===== config.mk =====
export PLATFORM = sky130hd
export DESIGN_NAME = alu_operand_skid_stage
export DESIGN_NICKNAME = d
export VERILOG_FILES = /design/src/rtl/alu_operand_skid_stage_pkg.sv /design/src/rtl/alu_operand_skid_stage_reg.sv /design/src/rtl/alu_operand_skid_stage.sv
export SDC_FILE = /design/constraint.sdc
export NUM_CORES = 1
export LEC_CHECK = 0
export BUFFER_PORTS_ARGS = -buffer_cell sky130_fd_sc_hd__buf_2
export CAP_MARGIN = 20
export CORE_ASPECT_RATIO = 1.75
export CORE_MARGIN = 2
export CORE_UTILIZATION = 35
export CTS_CLUSTER_SIZE = 16
export DETAILED_ROUTE_END_ITERATION = 12
export SLEW_MARGIN = 0
export SYNTH_ARGS = -nofsm -noshare
export SYNTH_HDL_FRONTEND = slang
export SYNTH_SLANG_ARGS = --single-unit
export TNS_END_PERCENT = 10

===== constraint.sdc =====
create_clock -name Clk -period 2.75 [get_ports Clk]
set_clock_uncertainty 0.15 [all_clocks]
set_input_delay 0.55 -clock Clk [delete_from_list [all_inputs] [get_ports Clk]]
set_output_delay 0.55 -clock Clk [all_outputs]
set_load 0.05 [all_outputs]

===== src/rtl/alu_operand_skid_stage_pkg.sv =====
// -----------------------------------------------------------------------------
// alu_operand_skid_stage_pkg
// Shared definitions for the ALU operand skid stage: default operand/opcode
// widths and the occupancy state encoding (the encoding doubles as the
// occupancy count seen on the debug port).
// -----------------------------------------------------------------------------
package alu_operand_skid_stage_pkg;

    localparam int unsigned WIDTH_DEF = 16;
    localparam int unsigned OPW_DEF   = 4;

    // Encoding equals the number of held entries.
    typedef enum logic [1:0] {
        ST_EMPTY = 2'd0,
        ST_HALF  = 2'd1,
        ST_FULL  = 2'd2
    } skid_state_t;

    // Width of one stored entry {X, Y, Op}.
    function automatic int unsigned entry_width(input int unsigned w, input int unsigned opw);
        return (2 * w) + opw;
    endfunction

endpackage


===== src/rtl/alu_operand_skid_stage_reg.sv =====
// -----------------------------------------------------------------------------
// alu_operand_reg
// One operand entry register {X, Y, Op} with load enable and asynchronous
// active-high reset to zero. Used for both the MAIN and SKID slots.
// Ports:
//   Clk     in   clock, rising edge
//   Reset   in   asynchronous active-high reset
//   i_load  in   capture i_d on this edge
//   i_d     in   entry to capture
//   o_q     out  held entry
// -----------------------------------------------------------------------------
module alu_operand_reg #(
    parameter int unsigned W = 36
) (
    input  logic         Clk,
    input  logic         Reset,
    input  logic         i_load,
    input  logic [W-1:0] i_d,
    output logic [W-1:0] o_q
);

    logic [W-1:0] r_q;

    // Entry storage: cleared on reset, captured on load, otherwise held.
    always_ff @(posedge Clk or posedge Reset) begin
        if (Reset) begin
            r_q <= {W{1'b0}};
        end else if (i_load) begin
            r_q <= i_d;
        end else begin
            r_q <= r_q;
        end
    end

    assign o_q = r_q;

endmodule


===== src/rtl/alu_operand_skid_stage.sv =====
// -----------------------------------------------------------------------------
// alu_operand_skid_stage
// Two-entry valid/ready skid buffer in front of the 16-bit ALU. The MAIN slot
// drives the ALU operands; the SKID slot catches the one op that arrives while
// the ALU stalls. in_ready is decoded from the state register only, so there
// is no combinational path from out_ready to in_ready.
// Ports:
//   Clk, Reset           clock (rising) / asynchronous active-high reset
//   Flush                synchronous discard of all held entries
//   in_valid/in_ready    upstream handshake; in_X, in_Y, in_Op payload
//   out_valid/out_ready  ALU handshake; out_X, out_Y, out_Op payload
//   occupancy            number of held entries (0..2)
// -----------------------------------------------------------------------------
module alu_operand_skid_stage
    import alu_operand_skid_stage_pkg::*;
#(
    parameter int unsigned WIDTH = WIDTH_DEF,
    parameter int unsigned OPW   = OPW_DEF
) (
    input  logic             Clk,
    input  logic             Reset,
    input  logic             Flush,
    input  logic             in_valid,
    output logic             in_ready,
    input  logic [WIDTH-1:0] in_X,
    input  logic [WIDTH-1:0] in_Y,
    input  logic [OPW-1:0]   in_Op,
    output logic             out_valid,
    input  logic             out_ready,
    output logic [WIDTH-1:0] out_X,
    output logic [WIDTH-1:0] out_Y,
    output logic [OPW-1:0]   out_Op,
    output logic [1:0]       occupancy
);

    localparam int unsigned EW = entry_width(WIDTH, OPW);

    skid_state_t r_state;
    skid_state_t w_next_state;
    logic        w_in_fire;
    logic        w_out_fire;
    logic        w_main_load;
    logic        w_skid_load;
    logic [EW-1:0] w_in_entry;
    logic [EW-1:0] w_main_d;
    logic [EW-1:0] w_main_q;
    logic [EW-1:0] w_skid_q;

    assign in_ready   = (r_state != ST_FULL);
    assign out_valid  = (r_state != ST_EMPTY);
    assign occupancy  = r_state;
    assign w_in_fire  = in_valid & in_ready;
    assign w_out_fire = out_valid & out_ready;
    assign w_in_entry = {in_X, in_Y, in_Op};

    // MAIN refills from SKID when draining FULL, otherwise from the input.
    assign w_main_d = (r_state == ST_FULL) ? w_skid_q : w_in_entry;

    // State register.
    always_ff @(posedge Clk or posedge Reset) begin
        if (Reset) begin
            r_state <= ST_EMPTY;
        end else begin
            r_state <= w_next_state;
        end
    end

    // Next-state and slot load enables; Flush overrides every transition and
    // suppresses loads so a coincident input op is simply dropped.
    always_comb begin
        w_next_state = r_state;
        w_main_load  = 1'b0;
        w_skid_load  = 1'b0;
        if (Flush) begin
            w_next_state = ST_EMPTY;
        end else begin
            case (r_state)
                ST_EMPTY: begin
                    if (w_in_fire) begin
                        w_main_load  = 1'b1;
                        w_next_state = ST_HALF;
                    end else begin
                        w_next_state = ST_EMPTY;
                    end
                end
                ST_HALF: begin
                    if (w_in_fire && w_out_fire) begin
                        w_main_load  = 1'b1;
                        w_next_state = ST_HALF;
                    end else if (w_in_fire) begin
                        w_skid_load  = 1'b1;
                        w_next_state = ST_FULL;
                    end else if (w_out_fire) begin
                        w_next_state = ST_EMPTY;
                    end else begin
                        w_next_state = ST_HALF;
                    end
                end
                ST_FULL: begin
                    if (w_out_fire) begin
                        w_main_load  = 1'b1;
                        w_next_state = ST_HALF;
                    end else begin
                        w_next_state = ST_FULL;
                    end
                end
                default: begin
                    w_next_state = ST_EMPTY;
                end
            endcase
        end
    end

    alu_operand_reg #(.W(EW)) u_main (
        .Clk    (Clk),
        .Reset  (Reset),
        .i_load (w_main_load),
        .i_d    (w_main_d),
        .o_q    (w_main_q)
    );

    alu_operand_reg #(.W(EW)) u_skid (
        .Clk    (Clk),
        .Reset  (Reset),
        .i_load (w_skid_load),
        .i_d    (w_in_entry),
        .o_q    (w_skid_q)
    );

    assign {out_X, out_Y, out_Op} = w_main_q;

endmodule


Word-level counts from Yosys, hierarchy flattened
Cells that the tools add are included.
{ "totals": {"out_inout_bits": 40, "register_bits": 74, "wordCells": 27, "input_bits": 41} }
{ "op_classes": {"muxes": 16, "bitwise_logic": 2, "reduce_logical": 3, "n_eq_ne": 3} }
{ "op_table": {"columns": ["operator", "count"], "rows": [
  ["$mux 36", 1],
  ["$mux 1", 9],
  ["$mux 2", 4],
  ["$pmux 2 s3", 1],
  ["$pmux 1 s3", 1],
  ["$and 1x1->1", 2],
  ["$eq 2x1->1 const B", 1],
  ["$eq 2x2->1 const B", 1],
  ["$logic_not 2->1", 1],
  ["$ne 2x2->1 const B", 1],
  ["$reduce_bool 2->1", 1],
  ["$logic_and 1x1->1", 1]
]} }

Longest topological paths before layout
Gate-level depths: netlist (run 1).
{ "logic_depth": {"depth_word": 7, "mapped_depth": 9, "mapped_depth_nobuf": 7} }

Cells and area by module
A second synthesis (run 1) with hierarchy kept.
{ "unflattened": {"cells_unflattened": 214, "area_unflattened_um2": 3707.3} }
{ "by_module_without_submodules": {"columns": ["module", "area_per_inst_um2", "n_inst", "cells_each", "seq_area_each_um2"], "rows": [
  ["alu_operand_reg", 1493.9, 2, 77, 900.9],
  ["alu_operand_skid_stage", 719.4, 1, 60, 50.0]
]} }

Least setup slack after synthesis (run 1)
Ideal clock, no wire load.
{ "synth_timing": {"path_type": "register to register", "from": "register r_state[0], in the netlist occupancy[0]", "to": "register u_main.r_q[0], in the netlist u_main.o_q[0]", "path_stages_with_launch": 10, "slack_ns": 0.027, "required_time_ns": 2.475, "arrival_time_ns": 2.448, "setup_ns": 0.125, "cell_sequence": "dfrtp_1 -> nand2b_4 -> buf_6 -> buf_6 -> and2_1 -> ha_1 -> mux2_4 -> o2bb2ai_4 -> buf_6 -> mux2_4"} }
{ "synth_via": {"elab_chain_cells": 6, "word_cells_on_any_way": 14, "cone_classes": "eq/ne: 3; mux: 6; bitwise: 2; reduce/logical: 3"} }
{ "synth_lines": {"columns": ["element", "line_no", "text"], "rows": [
  ["start: declaration", "alu_operand_skid_stage.sv:38", "skid_state_t r_state;"],
  ["start signal: assignment", "alu_operand_skid_stage.sv:64", "r_state <= w_next_state;"],
  ["$ne 2x2->1 (*)", "alu_operand_skid_stage.sv:49", "assign in_ready = (r_state != ST_FULL);"],
  ["via in_ready", "alu_operand_skid_stage.sv:24", "output logic in_ready,"],
  ["$and 1x1->1 (*)", "alu_operand_skid_stage.sv:52", "assign w_in_fire = in_valid & in_ready;"],
  ["$logic_and 1x1->1", "alu_operand_skid_stage.sv:87", "if (w_in_fire && w_out_fire) begin"],
  ["$mux 1", "alu_operand_skid_stage.sv:87", null],
  ["$pmux 1 s3 (*)", "alu_operand_skid_stage.sv:77", "case (r_state)"],
  ["$mux 1 (*)", "alu_operand_skid_stage.sv:74", "if (Flush) begin"],
  ["end signal: assignment", "alu_operand_skid_stage_reg.sv:27", "r_q <= {W{1'b0}};"],
  ["end signal: assignment", "alu_operand_skid_stage_reg.sv:29", "r_q <= i_d;"],
  ["end signal: assignment", "alu_operand_skid_stage_reg.sv:31", "r_q <= r_q;"],
  ["end: declaration", "alu_operand_skid_stage_reg.sv:22", "logic [W-1:0] r_q;"]
]} }
The timed path passes the listed nets; every way through them passes the cells marked *.
A chain may end at the register's enable or synchronous reset.

Final worst setup path (run 1)
{ "layout_timing": {"from": "register r_state[0], in the netlist occupancy[0]", "to": "output in_ready"} }
{ "layout_via": {"elab_chain_cells": 1} }
{ "layout_lines": {"columns": ["element", "line_no"], "rows": [
  ["$ne 2x2->1", "alu_operand_skid_stage.sv:49"],
  ["end: declaration", "alu_operand_skid_stage.sv:24"]
]} }
No other way between the ends.

==> summary.md, run 1 <==
| Metric | Value |
|---|---|
| Synth cell types | 19 |
| Drt total wl | 6726 um |
| Post-Synthesis Cells | 211 |
| Simple-Gate Fraction of Synth Area | 0.01610 |
| Main combinational cell family by area after synthesis | multiplexers |
| Setup TNS | 0 ns |
| Antenna viol nets, final | 0 |
| Sw power | ~1.4 mW |
| Reg-to-reg slack, setup | between 0.3 and 0.4 ns |
| Ant. Diodes | 0 |
| GRT Total Usage | 0.1335 |
| Avg Cell Area, Syn | about 17 um^2 |
| Avg Vias per Cell | 4.656 |
| Crit Path Category | reg -> out |
| CTS root buf | clkbuf_16 |
| Hold path startpoint | out_ready |
| RSZ-0062 raised after global routing | no |
| Clk Latency, worst-skew pair | 0.32 ns |
| Arrival time worst endpoint | 1.86 ns |
| FILL cells | 904 |
| Drt initial violations | slightly above 60 |
| Area of the mapped netlist | around 3500 um^2 |
| Sequential share of the synthesized area | 0.5295 |
| Count leader, synth | dfrtp_1 |
| Multiplexer area fraction after synthesis | 0.4011 |
| R2r startpoint | occupancy[1] |
| Critical-path cell list | nand2b_4, buf_4, buf_2 |
| Layout area overhead | 23.79% |
| Core Area | just under 10,000 um^2 |
| Clock sinks | 74 |
| Area share of fa/ha/maj cells after synthesis | 0.007156 |
| Yosys top cell area share | 0.5295 |
| Xor/xnor cell area share of the yosys netlist | 0 |
| Hold Path End | occupancy[1] |
| Hold path depth | 2 |
| Fin crit share | 0.9291 |
| Final setup viols | 0 |
| Top cells by count, synth | dfrtp_1, mux2_2, mux2_4, buf_6 |
| Drt drc | 0 |
| Worst r2r path cells | 8 |
| Synthesis-stage register bit count | 74 |
| Largest area contributor in the netlist | dfrtp_1 |
| Slowest stage delay, CP | 0.48 ns |
| Clock H-tree levels | 3 |
| Status | completed |
| Slew Viols, Final | 0 |
| Die extent in y | 136.2 um |
| Die area | about 11,000 um^2 |
| Logic pwr share | 0.325 |
| Synth Area in Compound Gates | 0.01216 |
| Leakage | 2.066 nW |
| First-pass GRT wire length | around 11,000 um |
| Initial core utilization | 0.3572 |
| CP required | approximately 2 ns |
| Design Power | between 4 and 5 mW |
| Worst Path Buf+Inv | 2 |
| Clk pin slew, worst setup/hold paths | around 0.050 ns |
| Slew HR | 0.6174 |
| Avg WL per Cell | 15.75 um |
| Final min period | roughly 2.6 ns |
| Post-synth EDFFs | 0 |
| Inserted Clock Buffers | 9 |
| Crit. End Element | primary output |
| DP HPWL | between 4000 and 5000 um |
| Max Cap Viol | 0 |
| Sequential share of power | 0.390 |
| Power density over cell area | approximately 960 nW/um^2 |
| Syn. warnings | 0 |
| Peak supply drop | approximately 0.00054 V |
| CP top delay family | buffers and inverters |
| RD Place Congestion | 0.7115 |
| Seq. cell area | roughly 1900 um^2 |
| GR Overflow Total | 0 |
| Critical path peak fanout | 38 |
| Clk buf depth | 2 |
| IO Pins | between 80 and 90 |
| Ys async rst share | 1.000 |
| Clk pwr share | 0.286 |
| Sw Share | 0.3351 |
| Worst-Margin Slew | roughly 0.57 ns |
| Pre-antenna DRT Iters | 2 |
| Vias | between 1,500 and 2,000 |
| Multi-input logic area | roughly 1500 um^2 |
| Synth area leaders | dfrtp_1, mux2_2, mux2_4 |
| Layout cell share with drive strength beyond 1 | 0.7086 |
| TritonCTS clock tree | built |
| Largest net degree at the start of global routing | 43 |
| Die width | 79.56 um |
| Hold crit path type | in -> reg |
| Pint | between 2 and 3 mW |
| Worst R2R End | u_main.o_q[9] |
| Vias in the first global route | 2,102 |
| CP startpoint kind | register |
| Fin. Hold Viols | 0 |
| Crit-path slowest cell | dfrtp_1 |
| Antenna violations before repair | 0 |
| Net count after synthesis | ~250 |
| Fmax | 0.3914 GHz |
| Port Buffers | 80 |
| Nets | roughly 340 |
| Rows | 48 |
| Ys flop type | dfrtp_1 |
-- stage by stage --
step,area (um^2),worst slack (ns),utilization,hold slack [ns],cells
floorplan,3497,0.02653,-,0.3266,211
global placement,4014,0.4474,0.4100,0.3348,411
detailed placement,4014,0.3664,0.4100,0.3416,411
CTS,4329,0.1683,0.4422,0.2840,427
global route,4329,0.06565,0.4422,0.2913,427
finish,4329,0.1949,0.4422,0.2959,427
-- cells by family after synthesis --
family	count (synthesis)
muxes	110
DFF	74
buffers and inverters	13
and+or+nand+nor	9
AOI/OAI and AO/OA	3
adders and majority gates	2
-- area by class of cell --
class | instances | share of cell area
clock buffers | 13 | 0.06243
clock inverters | 2 | 0.008092
inverters | 2 | 0.001734
multi-input cells | 124 | 0.3529
flip-flops and latches | 74 | 0.4277
well taps | 125 | 0.03613
repair buffers | 87 | 0.1110
-- power groups by stage --
stage	Combinational (mW)	Clock [mW]	Sequential [mW]
final	1.35	1.19	1.62
after global placement	1.34	0	1.63
after floorplan	0.559	0	2.13
after detailed placement	1.36	0	1.64
after global routing	1.42	1.27	1.67
after CTS	1.37	1.23	1.62
-- flip-flops by register name, summed over array words and instances (netlist names) --
register	cells
occupancy	2
u_skid.o_q	36
u_main.o_q	36
-- worst register-to-register path, stage by stage, from the launching register on --
cell and delay [ns]:
dfrtp_1 0.45, or2_2 0.33, nand2_1 0.10, inv_1 0.05, ha_1 0.19, mux2_4 0.27, o2bb2ai_4 0.12, buf_4 0.25
mux2_4 0.35
-- layout by cell type, fill, tap and decap left out, drive strengths merged --
| cell | synthesis | routed |
|---|---|---|
| mux2 | 109 | 109 |
| buf | 11 | 86 |
| dfrtp | 74 | 74 |
| clkbuf | 0 | 13 |
| nor2 | 2 | 2 |
| ha | 2 | 2 |
| inv | 2 | 2 |
| and3 | 1 | 1 |
| nand2b | 1 | 1 |
| nand3b | 1 | 1 |
| o2bb2ai | 1 | 1 |
| or2 | 1 | 1 |
| nand2 | 1 | 1 |
| mux2i | 1 | 1 |
| o21a | 1 | 1 |
| nand3 | 1 | 1 |
| o31ai | 1 | 1 |
| and2 | 1 | 1 |
| clkinv | 0 | 1 |
| bufinv | 0 | 1 |
| dlygate4sd3 | 0 | 1 |
-- layer usage --
layer	vias up	track usage	part of all wire
met3	7	0.03851	0.046
met2	46	0.2129	0.51
met1	1004	0.1646	0.43
met5	-	0	0
li1	931	-	-
met4	0	0.06418	0.020
-- worst max-delay path by stage --
stage	startpoint	to	slack, ns	cells after the start
floorplan	occupancy[0]	u_main.o_q[0]	0.03	9
global placement	occupancy[1]	u_main.o_q[9]	0.45	8
detailed placement	occupancy[1]	u_main.o_q[9]	0.37	8
CTS	occupancy[0]	in_ready	0.17	3
global route	occupancy[0]	in_ready	0.07	3
finish	occupancy[0]	in_ready	0.19	3
-- what timing repair did --
| item | CTS | global route |
|---|---|---|
| hold endpoints to repair | 9 | 0 |
| buffers inserted | 0 | 0 |
| resized for setup | 0 | 0 |
| hold buffers | 1 | 0 |
Note: power is estimated with default switching activity, not from simulation.
==> run 2: changes to the inputs <==
Settings changed: BUFFER_PORTS_ARGS -buffer_cell sky130_fd_sc_hd__buf_2 to -buffer_cell sky130_fd_sc_hd__buf_4.
==> summary.md, run 2 (same netlist as run 1, synthesis figures left out) <==
| Metric | Value |
|---|---|
| Pre-antenna DRT Iters | 3 |
| Clk pwr share | 0.284 |
| Arrival time worst endpoint | 1.83 ns |
| Placed cell count | between 400 and 500 |
| Clk Latency, worst-skew pair | between 0.3 and 0.4 ns |
| Avg Vias per Cell | 4.729 |
| Pint | ~2.9 mW |
| Antenna violations before repair | 0 |
| Fin crit share | 0.9198 |
| Final min period | roughly 2.5 ns |
| Critical path peak fanout | 38 |
| Logic pwr share | 0.337 |
| Non-Filler Instances | about 420 |
| CP startpoint kind | register |
| Max Cap Viol | 0 |
| DP HPWL | approximately 4400 um |
| Final setup viols | 0 |
| Largest net degree at the start of global routing | between 70 and 80 |
| Worst setup margin | between 0.2 and 0.25 ns |
| Vias | roughly 2,000 |
| Fmax | around 0.40 GHz |
| Peak supply drop | 0.0004500 V |
| Most frequent cells in the layout | buf_4, dfrtp_1, mux2_2 |
| Critical-path cell list | nand2b_4, buf_4, buf_4 |
| Seq. cell area | about 1900 um^2 |
| Leakage | roughly 2.1 nW |
| Worst r2r path cells | 8 |
| RSZ-0062 raised after global routing | no |
| Crit Path Category | reg -> out |
| Ant. Diodes | 0 |
| Worst R2R End | u_main.o_q[3] |
| GR Overflow Total | 0 |
| Port Buffers | 80 |
| Reg-to-reg slack, setup | between 0.4 and 0.5 ns |
| Design Power | between 4 and 5 mW |
| Crit. End Element | primary output |
| Drt initial violations | between 80 and 90 |
| Worst-Margin Slew | 0.5918 ns |
| Die width | ~80 um |
| CP most frequent cell | buf_4 |
| Clk buf depth | 2 |
| Most common cell after layout, fill and taps aside | buf_4 |
| Sequential share of power | 0.379 |
| Core Area | around 9800 um^2 |
| Die extent in y | approximately 140 um |
| Sw power | 1.427 mW |
| Multi-input logic area | roughly 1500 um^2 |
| Drt total wl | about 6800 um |
| Power density over cell area | ~950 nW/um^2 |
| Crit-path slowest cell | dfrtp_1 |
| Slew HR | 0.6055 |
| Slowest stage delay, CP | about 0.5 ns |
| Nets | 338 |
| Sw Share | 0.3314 |
| Worst setup path endpoint | in_ready |
| Fin. Hold Viols | 0 |
| IO Pins | 81 |
| Clock sinks | 74 |
| Setup TNS | 0 ns |
| Hold crit path type | in -> async |
| Worst slack at placement | 0.4274 ns |
| CP required | roughly 2.1 ns |
| Vias in the first global route | 2,158 |
| Rows | 48 |
| Post-CTS Resized | 0 |
| Layout cell share with drive strength beyond 1 | 0.7124 |
| Layout area overhead | 29.23% |
| RD Place Congestion | between 0.7 and 0.8 |
| Total setup buffers inserted after CTS | 0 |
| R2r startpoint | occupancy[0] |
| TritonCTS clock tree | built |
| Critical Path Source | occupancy[0] |
| Avg WL per Cell | 16.10 um |
| CTS root buf | clkbuf_16 |
| FILL cells | between 800 and 900 |
| Status | completed |
| First-pass GRT wire length | roughly 11,000 um |
| Drt drc | 0 |
| Clock H-tree levels | 3 |
| Inserted Clock Buffers | 9 |
| Slew Viols, Final | 0 |
| Die area | ~11,000 um^2 |
| Clk pin slew, worst setup/hold paths | approximately 0.060 ns |
| Post-CTS Hold Buffers | 0 |
| GRT Total Usage | 0.1352 |
| Initial core utilization | 0.3572 |
| Antenna viol nets, final | 0 |
run 2: changes by cell type in the layout (fill, tap and decap cells not counted), sizes merged:
cell         before  now
clkbuf           13    9
buf              86   84
dlygate4sd3       1    0
clkinv            1    3
bufinv            1    2
clkinvlp          0    1
run 2: final cells by class:
class	instances	area share
Sequential cell	74	0.4097
Multi-Input combinational cell	124	0.3380
Timing Repair Buffer	84	0.1478
Clock buffer	9	0.04983
Tap cell	125	0.03461
Clock inverter	6	0.01827
Inverter	2	0.001661
run 2: critical path: cells and delay by family, from the launching register on:
kind / cells / cell delay (ns)
simple gates: 1 / 0.19
buf+inv: 2 / 0.81
flops: 1 / 0.50
run 2: metal layers:
metal / track usage / share of wire / vias up
met5: 0 / 0 / -
met4: 0.08046 / 0.027 / 0
met3: 0.03386 / 0.047 / 11
met2: 0.2213 / 0.53 / 44
met1: 0.1577 / 0.40 / 1028
li1: - / - / 922
run 2: worst min path at each step:
stage / from / to / slack (ns) / depth (start not counted)
6_report: Reset / u_skid.o_q[20] / 0.12 / 3
5_1_grt: Reset / u_skid.o_q[20] / 0.19 / 3
4_1_cts: Reset / u_main.o_q[20] / 0.16 / 3
2_1_floorplan: u_skid.o_q[14] / u_skid.o_q[14] / 0.33 / 1
3_3_place_gp: u_skid.o_q[24] / u_skid.o_q[24] / 0.34 / 1
3_5_place_dp: u_skid.o_q[27] / u_skid.o_q[27] / 0.34 / 1
run 2: power groups by stage:
stage	clock [mW]	sequential (mW)	combinational (mW)
6_report	1.22	1.63	1.45
5_1_grt	1.31	1.68	1.52
4_1_cts	1.26	1.64	1.47
3_5_place_dp	0	1.65	1.47
3_3_place_gp	0	1.64	1.45
2_1_floorplan	0	2.13	0.559
run 2: metrics by stage:
stage | utilization | hold WS [ns] | area, um^2
3_3_place_gp | 0.4302 | 0.3350 | 4212
3_5_place_dp | 0.4302 | 0.3433 | 4212
5_1_grt | 0.4617 | 0.1906 | 4519
2_1_floorplan | - | 0.3266 | 3497
4_1_cts | 0.4617 | 0.1648 | 4519
6_report | 0.4617 | 0.1209 | 4519
==> run 3: changes to the inputs <==
Settings changed: SLEW_MARGIN 0 to default, SYNTH_HIERARCHICAL from default to 1.
Clock period 2.75 ns to 2.2 ns, I/O delays scaled along.
==> summary.md, run 3 <==
| Metric | Value |
|---|---|
| Sequential share of the synthesized area | 0.4995 |
| Vias in the first global route | roughly 2,300 |
| First-pass GRT wire length | 12,380 um |
| Syn. warnings | 6 |
| Drt drc | 0 |
| Area of the mapped netlist | 3707 um^2 |
| Clk buf depth | 2 |
| Crit. End Element | register |
| Clk pin slew, worst setup/hold paths | ~0.05 ns |
| Seq. cell area | roughly 1900 um^2 |
| Synthesis-stage register bit count | 74 |
| Arrival time worst endpoint | between 2 and 2.5 ns |
| Rows | 49 |
| Post-Synthesis Cells | 214 |
| DP HPWL | 5313 um |
| Drt initial violations | 90 |
| Ant. Diodes | 0 |
| RSZ-0062 raised after global routing | no |
| Clk Latency, worst-skew pair | between 0.3 and 0.4 ns |
| Ys async rst share | 1.000 |
| TritonCTS clock tree | built |
| Final core occ | 0.4665 |
| Inserted Clock Buffers | 9 |
| Die width | just over 80 um |
| Core Area | 10,300 um^2 |
| Top cells by count, synth | mux2_4, dfrtp_1, mux2_2, buf_12 |
| Nets | roughly 350 |
| Largest area contributor in the netlist | dfrtp_1 |
| GR Overflow Total | 0 |
| Clock H-tree levels | 3 |
| Yosys top cell area share | 0.4995 |
| Peak supply drop | just over 0.0005 V |
| Worst-Margin Slew | between 0.6 and 0.7 ns |
| Final setup viols | 0 |
| Multi-input logic area | about 1700 um^2 |
| Power density over cell area | around 1200 nW/um^2 |
| Fin. Hold Viols | 0 |
| Most frequent cells in the layout | buf_4, mux2_4, dfrtp_1 |
| GRT Total Usage | 0.1453 |
| Initial core utilization | 0.3599 |
| Synth cell types | 20 |
| Synth area leaders | dfrtp_1, mux2_4, mux2_2 |
| Antenna violations before repair | 0 |
| Placed cell count | around 420 |
| Pre-antenna DRT Iters | 2 |
| Avg Vias per Cell | 4.748 |
| Most common cell after layout, fill and taps aside | buf_4 |
| Post-synth EDFFs | 0 |
| Count leader, synth | mux2_4 |
| Final min period | about 2.1 ns |
| Hold crit path type | in -> reg |
| Largest net degree at the start of global routing | 26 |
| Leakage | approximately 2.3 nW |
| Slew Viols, Final | 0 |
| Max Cap Viol | 0 |
| Antenna viol nets, final | 0 |
| Layout cell share with drive strength beyond 1 | 0.7157 |
| CP startpoint kind | register |
| RD Place Congestion | ~0.81 |
| CP required | 2.26 ns |
| Critical path peak fanout | 13 |
| Design Power | between 5 and 6 mW |
| IO Pins | between 80 and 90 |
| Fmax | ~0.48 GHz |
| Avg Cell Area, Syn | between 15 and 20 um^2 |
| Die area | around 11,000 um^2 |
| Net count after synthesis | approximately 260 |
| Vias | about 2,100 |
| Crit Path Category | reg -> reg |
| FILL cells | between 900 and 1,000 |
| CTS root buf | clkbuf_16 |
| Ys flop type | dfrtp_1 |
| Layout area overhead | 29.60% |
| Clock sinks | 74 |
| Slew HR | 0.5390 |
| Non-Filler Instances | 440 |
| Drt total wl | about 7800 um |
| Port Buffers | 80 |
| Fin crit share | 0.9569 |
| Die extent in y | about 140 um |
| Status | completed |
| Avg WL per Cell | roughly 18 um |
==> run 3: layout make-up <==
type,instances,share of cell area
Sequential cell,74,0.3859
Multi-Input combinational cell,125,0.3518
Timing Repair Buffer,96,0.1672
Clock buffer,12,0.05130
Tap cell,127,0.03307
Clock inverter,3,0.008333
Inverter,3,0.002344
==> run 3: critical path: stages (launching register included) <==
cell	delay (ns)
dfrtp_2	0.45
or2_4	0.27
nand2_1	0.08
ha_1	0.17
nor3b_4	0.19
buf_4	0.17
buf_12	0.15
mux2_2	0.35
==> run 3: kinds of logic (layout without fill, tap and decap cells) <==
logic type                 after synthesis  count (layout)  share of synthesized area
muxes                                  109             109                     0.4117
AOI/OAI and AO/OA                        3               3                   0.006074
adders and majority gates                2               2                   0.006749
DFF                                     74              74                     0.4995
and+or+nand+nor                         11              11                    0.02126
buffers and inverters                   15             114                    0.05468
==> run 3: worst paths after layout <==
path,slack [ns],cells past startpoint,to,start
worst max-delay path,0.09,7,u_skid/o_q[11],occupancy[1]
worst min-delay path,0.19,2,occupancy[1],Flush
worst max register to register,0.09,7,u_skid/o_q[11],occupancy[1]
worst min register to register,0.35,1,u_skid/o_q[12],u_skid/o_q[12]
max in group asynchronous,0.81,4,u_main/o_q[6],Reset
min in group asynchronous,0.41,3,occupancy[0],Reset
==> run 3: what timing repair did <==
| action | CTS | global route |
|---|---|---|
| endpoints found under the hold margin | 8 | 0 |
| hold buffers | 1 | 0 |
| gates resized for setup | 0 | 3 |
| setup buffers | 0 | 4 |
| endpoints found under the setup margin | 0 | 13 |
==> run 3: metrics by stage <==
| step | setup WS [ns] | cell area, um^2 | TNS (ns) | hold WS, ns |
|---|---|---|---|---|
| 2_1_floorplan | -0.06220 | 3742 | -3.549 | 0.03122 |
| 3_3_place_gp | 0.1160 | 4441 | 0 | 0.1836 |
| 3_5_place_dp | 0.02355 | 4441 | 0 | 0.1876 |
| 4_1_cts | 0.01119 | 4737 | 0 | 0.1815 |
| 5_1_grt | 0.001820 | 4805 | 0 | 0.1878 |
| 6_report | 0.09475 | 4805 | 0 | 0.1947 |
==> run 3: per-layer routing <==
metal	share of wire	GRT usage	vias to the layer above
li1	-	-	951
met1	0.39	0.1752	1084
met2	0.55	0.2430	44
met3	0.038	0.03157	10
met4	0.020	0.06316	0
met5	0	0	-
==> run 3: power breakdown <==
part	internal, mW	switching, mW
combinational	0.999	1.06
clock	0.899	0.526
sequential	1.83	0.269
total	3.73	1.86
